--- src/rtl/bcd_digit_packer_if.sv ---
// Digit-in / word-out bundle for the BCD digit packer.
// master: the packer (drives digit_ready, word bus, error status).
// slave: the environment (drives digits, clear, word_ready).
interface bcd_digit_packer_if #(
    parameter int DIGITS = 4,
    parameter int ERRW   = 8
);
    localparam int CW = $clog2(DIGITS + 1);

    logic [3:0]          digit_in;
    logic                digit_valid;
    logic                bcd_flag;
    logic                digit_ready;
    logic                clear;
    logic [4*DIGITS-1:0] word_out;
    logic                word_valid;
    logic                word_ready;
    logic                err;
    logic [ERRW-1:0]     err_count;
    logic [CW-1:0]       digit_cnt;

    modport master (
        input  digit_in, digit_valid, bcd_flag, clear, word_ready,
        output digit_ready, word_out, word_valid, err, err_count, digit_cnt
    );

    modport slave (
        output digit_in, digit_valid, bcd_flag, clear, word_ready,
        input  digit_ready, word_out, word_valid, err, err_count, digit_cnt
    );
endinterface

--- src/rtl/bcd_digit_packer.sv ---
// Packs DIGITS checked BCD digits (MS first) into one packed-BCD word.
// Latency: word_valid the cycle after the last digit handshake; err the cycle after an invalid digit.
// Backpressure: digit_ready low while a word is held (HOLD) or during the one-cycle ERR state.
module bcd_digit_packer #(
    parameter int DIGITS = 4,
    parameter int ERRW   = 8
) (
    input  logic                   clk,
    input  logic                   rst_n,
    bcd_digit_packer_if.master     bus
);
    localparam int CW = $clog2(DIGITS + 1);
    localparam int AW = 4 * DIGITS;

    localparam logic [CW-1:0]   CNT_ONE  = CW'(1);
    localparam logic [CW-1:0]   CNT_LAST = CW'(DIGITS - 1);
    localparam logic [ERRW-1:0] ERR_ONE  = ERRW'(1);

    typedef enum logic [1:0] {
        FILL = 2'd0,
        HOLD = 2'd1,
        ERR  = 2'd2
    } state_t;

    state_t          state_q, state_d;
    logic [AW-1:0]   acc_q,   acc_d;
    logic [CW-1:0]   cnt_q,   cnt_d;
    logic [ERRW-1:0] errcnt_q, errcnt_d;

    // Outputs come straight from state/registers; a flagged digit never
    // enters the accumulator, so word_out only ever holds nibbles 0-9.
    assign bus.digit_ready = (state_q == FILL);
    assign bus.word_valid  = (state_q == HOLD);
    assign bus.err         = (state_q == ERR);
    assign bus.word_out    = acc_q;
    assign bus.digit_cnt   = cnt_q;
    assign bus.err_count   = errcnt_q;

    // State and datapath registers; reset discards any partial or held word.
    always_ff @(posedge clk or negedge rst_n) begin
        if (!rst_n) begin
            state_q  <= FILL;
            acc_q    <= '0;
            cnt_q    <= '0;
            errcnt_q <= '0;
        end else begin
            state_q  <= state_d;
            acc_q    <= acc_d;
            cnt_q    <= cnt_d;
            errcnt_q <= errcnt_d;
        end
    end

    // Next-state logic: clear outranks everything; the digit offered with
    // clear is silently dropped and never counted as an error.
    always_comb begin
        state_d  = state_q;
        acc_d    = acc_q;
        cnt_d    = cnt_q;
        errcnt_d = errcnt_q;
        if (bus.clear) begin
            state_d = FILL;
            acc_d   = '0;
            cnt_d   = '0;
        end else begin
            case (state_q)
                FILL: begin
                    if (bus.digit_valid) begin
                        if (bus.bcd_flag) begin
                            state_d = ERR;
                            acc_d   = '0;
                            cnt_d   = '0;
                            if (errcnt_q != '1) begin
                                errcnt_d = errcnt_q + ERR_ONE;
                            end
                        end else begin
                            acc_d = {acc_q[AW-5:0], bus.digit_in};
                            cnt_d = cnt_q + CNT_ONE;
                            if (cnt_q == CNT_LAST) begin
                                state_d = HOLD;
                            end
                        end
                    end
                end
                HOLD: begin
                    // Handoff cycle: no digit is taken, word clears for the next fill.
                    if (bus.word_ready) begin
                        state_d = FILL;
                        acc_d   = '0;
                        cnt_d   = '0;
                    end
                end
                ERR: begin
                    state_d = FILL;
                end
                default: begin
                    state_d = FILL;
                    acc_d   = '0;
                    cnt_d   = '0;
                end
            endcase
        end
    end
endmodule

--- src/flat_wrapper.sv ---
// flat-port wrapper written by rule: the top's interface ports become plain ports
module bcd_digit_packer_flat 
#(
    parameter int DIGITS = 4,
    parameter int ERRW   = 8
)
  (clk, rst_n, bus_digit_in, bus_digit_valid, bus_bcd_flag, bus_clear, bus_word_ready, bus_digit_ready, bus_word_out, bus_word_valid, bus_err, bus_err_count, bus_digit_cnt);
  bcd_digit_packer_if #(.DIGITS(DIGITS), .ERRW(ERRW)) bus_i ();
  input  logic clk;
  input  logic rst_n;
  input wire logic [$bits(bus_i.digit_in)-1:0] bus_digit_in;
  input wire logic [$bits(bus_i.digit_valid)-1:0] bus_digit_valid;
  input wire logic [$bits(bus_i.bcd_flag)-1:0] bus_bcd_flag;
  input wire logic [$bits(bus_i.clear)-1:0] bus_clear;
  input wire logic [$bits(bus_i.word_ready)-1:0] bus_word_ready;
  output wire logic [$bits(bus_i.digit_ready)-1:0] bus_digit_ready;
  output wire logic [$bits(bus_i.word_out)-1:0] bus_word_out;
  output wire logic [$bits(bus_i.word_valid)-1:0] bus_word_valid;
  output wire logic [$bits(bus_i.err)-1:0] bus_err;
  output wire logic [$bits(bus_i.err_count)-1:0] bus_err_count;
  output wire logic [$bits(bus_i.digit_cnt)-1:0] bus_digit_cnt;
  assign bus_i.digit_in = bus_digit_in;
  assign bus_i.digit_valid = bus_digit_valid;
  assign bus_i.bcd_flag = bus_bcd_flag;
  assign bus_i.clear = bus_clear;
  assign bus_i.word_ready = bus_word_ready;
  assign bus_digit_ready = bus_i.digit_ready;
  assign bus_word_out = bus_i.word_out;
  assign bus_word_valid = bus_i.word_valid;
  assign bus_err = bus_i.err;
  assign bus_err_count = bus_i.err_count;
  assign bus_digit_cnt = bus_i.digit_cnt;
  bcd_digit_packer #(.DIGITS(DIGITS), .ERRW(ERRW)) u_core (.clk(clk), .rst_n(rst_n), .bus(bus_i));
endmodule
--- config.mk ---
export PLATFORM = sky130hd
export DESIGN_NAME = bcd_digit_packer_flat
export DESIGN_NICKNAME = d
export VERILOG_FILES = /design/src/rtl/bcd_digit_packer_if.sv /design/src/rtl/bcd_digit_packer.sv /design/src/flat_wrapper.sv
export SDC_FILE = /design/constraint.sdc
export NUM_CORES = 1
export LEC_CHECK = 0
export ABC_AREA = 1
export CORE_UTILIZATION = 45
export CTS_BUF_LIST = sky130_fd_sc_hd__clkbuf_8 sky130_fd_sc_hd__clkbuf_16
export DETAILED_ROUTE_END_ITERATION = 8
export PLACE_DENSITY = 0.81
export SYNTH_ARGS = -nofsm -noshare
export SYNTH_HDL_FRONTEND = slang
export SYNTH_SLANG_ARGS = --single-unit
--- constraint.sdc ---
create_clock -name clk -period 1.8 [get_ports clk]
set_clock_uncertainty 0.05 [all_clocks]
set_input_delay 0.18 -clock clk [delete_from_list [all_inputs] [get_ports clk]]
set_output_delay 0.18 -clock clk [all_outputs]
set_load 0.02 [all_outputs]
# Word-level counts from Yosys, hierarchy flattened
# Index checks and enable logic that the tools add are counted.
# W data, S select, Z words.
[classes]
add_sub_neg = 2
multipliers = 0
div_mod_pow = 0
n_lt_le_gt_ge = 0
n_eq_ne = 8
shift = 0
mux = 16
bitwise_logic = 1
reduce_logical = 4
[op_table]
columns = ["op", "count"]
rows = [
  ["$mux W16", 4],
  ["$pmux W16 S3", 1],
  ["$mux W3", 4],
  ["$mux W2", 5],
  ["$pmux W3 S3", 1],
  ["$add A8 B1 Y8 const B", 1],
  ["$ne A8 B8 Y1 const B", 1],
  ["$ne A3 B3 Y1 const B", 2],
  ["$reduce_and A3 Y1", 2],
  ["$reduce_and A5 Y1", 1],
  ["$ne A4 B3 Y1 const B", 1],
  ["$pmux W2 S2", 1],
  ["$add A3 B1 Y3 const B", 1],
  ["$eq A3 B2 Y1 const B", 1],
  ["$eq A2 B1 Y1 const B", 1],
  ["$eq A2 B2 Y1 const B", 1],
  ["$logic_not A2 Y1", 1],
  ["$ne A2 B2 Y1 const B", 1],
  ["$not A1 Y1", 1],
]
[word_totals]
regBits = 29
latchBits = 0
ram_bits = 0
mem_bits_ro = 0
in_bits = 10
output_inout_bits = 30
word_cells = 35
n_memories = 0

# Longest topological paths before layout
[logic_depth]
word_depth = 6
depth_mapped = 8
ltp_nobuf = 8

# Worst setup path after synthesis
# OpenSTA, ideal clock, no wires.
[synth_timing]
path_type = "reg-to-reg"
start = "register u_core.errcnt_q[1] (netlist: u_core.bus.err_count[1])"
end = "register u_core.errcnt_q[4] (netlist: u_core.bus.err_count[4])"
setup_ns = 0.117
t_arrival_ns = 1.280
required_time_ns = 1.633
path_slack_ns = 0.353
path_stages_with_launch = 9
path_buffers = 0
period_less_slack_ns = 1.447
cell_sequence = "dfrtp_1 ha_1 nand2_1 nor2_1 nand2_1 nand2_4 inv_2 nand2_1 nand2_1"
[synth_between]
elab_chain_len = 2
elab_cells_between_ends = 3
classes_between = "add/sub (1); eq/ne (1); reduce/logical (1)"
[synth_lines]
columns = ["element", "line_no", "text"]
rows = [
  ["start: declaration", "bcd_digit_packer.sv:28", "logic [ERRW-1:0] errcnt_q, errcnt_d;"],
  ["start signal: assignment", "bcd_digit_packer.sv:50", "errcnt_q <= errcnt_d;"],
  ["parallel branches: the longest is 2 deep, another holds $add A8 B1 Y8", "n/a", ""],
]
# Parallel ways; which one is timed is not known.
# A chain may end at the register's enable or synchronous reset.

# Worst setup path in the final report
[layout_timing]
start = "register u_core.state_q[1]"
end = "output port bus_digit_ready"
[layout_between]
elab_chain_len = 1
[layout_lines]
columns = ["element", "line_no", "text"]
rows = [
  ["start: declaration", "bcd_digit_packer.sv:25", "state_t state_q, state_d;"],
  ["start signal: assignment", "bcd_digit_packer.sv:47", "state_q <= state_d;"],
  ["$logic_not A2 Y1", "bcd_digit_packer.sv:32", "assign bus.digit_ready = (state_q == FILL);"],
  ["end: declaration", "flat_wrapper.sv:16", "output wire logic [$bits(bus_i.digit_ready)-1:0] bus_digit_ready;"],
]
# No other way between the ends.

==> metrics.cfg <==
[status]
status=completed

[logic_synthesis]
yosys_warnings=0
yosysSeqAreaShare=0.456
synth_top_area_frac=0.456
syn_inst=213
synthFlopType=dfrtp_1
synth.ff_latch_count=29
synthArstFlopShare=1.00
synth_top_area_cell=dfrtp_1
synthesis.area_um2=1590
synth_edf_count=0
synth_cell_types=21
avgSynthCellArea_um2=7.47
synth.area.top_cells=dfrtp_1, nand2_1, nand3_1, inv_1, nor2_1
syn_nets=226

[sta]
fmax_ghz=0.588
slew_headroom=0.729
finalSetupTns_ps=0
fin_crit_ps=1700
timing.final.ws_setup_ps=98.4
tightest_slew_ps=406
post-route-period-util=0.945
rsz0062_at_grt=no
hold_viol=0
whs_ps=229
setup_violations=0
slew_violations=0

[global_route]
globalRoute.totalOverflow=0
grt_max_degree=30
grt_pass1_wl_um=5550
track_usage=0.204
antenna_found_initial=0
grt_pass1_vias=1295

[cts]
post_cts_buffers=0
cts_max_path_buffers=2
cts-root-buf=clkbuf_8
clock-sinks=29
ctsHoldBuffers=0
clock_latency_ps=280
clkTransAtPathRegs_ps=60
cts_buffers=5
post_cts_resize_count=0
ctsHtreeMaxLevel=2
cts_tree=built

[die]
dieHeight_um=61.4
fp.dieW_um=61.4
rows=21
die_area_um2=3780
initial_utilization=0.473
core-area_um2=3360
io_pins=40

[pwr]
total_leakage_power_nw=1.10
peakVddDrop_uv=634
cellPowerDensity_nw_per_um2=851

[placed_design]
dp_cells=295
io_buffers=39
dp_slack_ps=228
gp_congestion=0.780
dp_hpwl_um=2260

[setup_path]
crit_family=buffers and inverters
arrival_ps=1470
crit_slowest_cell=clkdlybuf4s50_1
cp_num_buf_inv=1
max_stage_delay_ps=620
crit_type=flop to output pin
path_max_fanout=4
startpoint_type=flop
cp_cell_sequence=nor2_4, clkdlybuf4s50_1
endpoint_kind=output pin
required_ps=1570

[layout]
fin_nets=269
utilization=0.633
instances_no_fill=303
area_delta_synth_final_pct=33.8
drive_gt1_frac=0.0934
antennaDiodeCount=0

[drt]
num_vias=1398
drcViolationCount=0
ant_nets=0
drt-initial-drc-count=51
via_per_inst=4.61
drt_pass1_iterations=4
drt-total-wl_um=3280
wire_per_inst_um=10.8

[job]
max_cap_viol_count=0

[min_path]
hp-class=input port to asynchronous set/reset pin

kinds of logic after synthesis:
group / after synthesis / synth area share
AND/OR/NAND/NOR: 138 / 0.388
buffers and inverters: 38 / 0.109
adder cells (fa/ha/maj): 3 / 0.0236
flip-flops: 29 / 0.456
AO/OA/AOI/OAI: 2 / 0.00629
XOR/XNOR: 3 / 0.0165
worst paths after layout:
kind	cells after the start	startpoint	to	slack, ps
hold / removal	2	rst_n	u_core.bus.digit_cnt[0]	230
setup / recovery	2	u_core.state_q[1]	bus_digit_ready	100
max in group asynchronous	2	rst_n	u_core.state_q[1]	1190
min in group clk	2	u_core.bus.word_out[14]	u_core.bus.word_out[14]	430
hold reg to reg	2	u_core.bus.word_out[14]	u_core.bus.word_out[14]	430
setup reg to reg	8	u_core.bus.err_count[1]	u_core.bus.err_count[7]	340
area by class of cell:
cell class,count,area [um^2]
Clock buffer,6,82.6
Clock inverter,2,33.8
Fill cell,315,1230
Inverter,32,120
Multi-Input combinational cell,146,691
Sequential cell,29,726
Tap cell,46,57.6
Timing Repair Buffer,42,418
through the flow:
| step | power, mW | cell area [um^2] |
|---|---|---|
| after floorplan | 0.972 | 1590 |
| after global placement | 1.13 | 2010 |
| after detailed placement | 1.13 | 2010 |
| after CTS | 1.83 | 2120 |
| after global routing | 1.90 | 2130 |
| final | 1.81 | 2130 |
power by group:
group / leakage, nW / internal, mW / switching, mW
sequential: 0.392 / 0.700 / 0.0644
combinational: 0.650 / 0.162 / 0.194
clock: 0.0626 / 0.445 / 0.245
placed cells by master, fill, tap and decap left out:
cell and instances:
dlymetal6s2s_1 2, inv_1 29, xnor2_1 1, inv_2 4, o21ai_0 2, dfrtp_1 29, nand3_1 24, nor2_4 3
xor2_1 2, nor2_1 27, nand2_4 2, nand3b_2 1, buf_4 3, nand2_1 76, nor2_2 2, ha_1 3
clkbuf_8 6, nand2_2 1, clkdlybuf4s50_1 37, nand4_1 1, bufinv_16 1, nand3_4 1
layer usage:
metal,vias to the layer above,part of all wire,global-route usage
met3,7,0.046,0.0630
met5,-,0,0
met4,0,0.013,0.0762
met1,638,0.45,0.247
met2,31,0.49,0.343
li1,722,-,-
flip-flops by register name, summed over array words and instances, names as in the netlist:
| register | flops |
|---|---|
| u_core.bus.digit_cnt | 3 |
| u_core.bus.err_count | 8 |
| u_core.bus.word_out | 16 |
| u_core.state_q | 2 |
cell usage after synthesis, drive strengths merged (2+ instances only):
| cell | instances |
|---|---|
| nand3 | 25 |
| dfrtp | 29 |
| o21ai | 2 |
| nor2 | 32 |
| inv | 32 |
| ha | 3 |
| buf | 5 |
| xor2 | 2 |
| nand2 | 79 |
No activity file was read; power rests on OpenSTA's default activity.
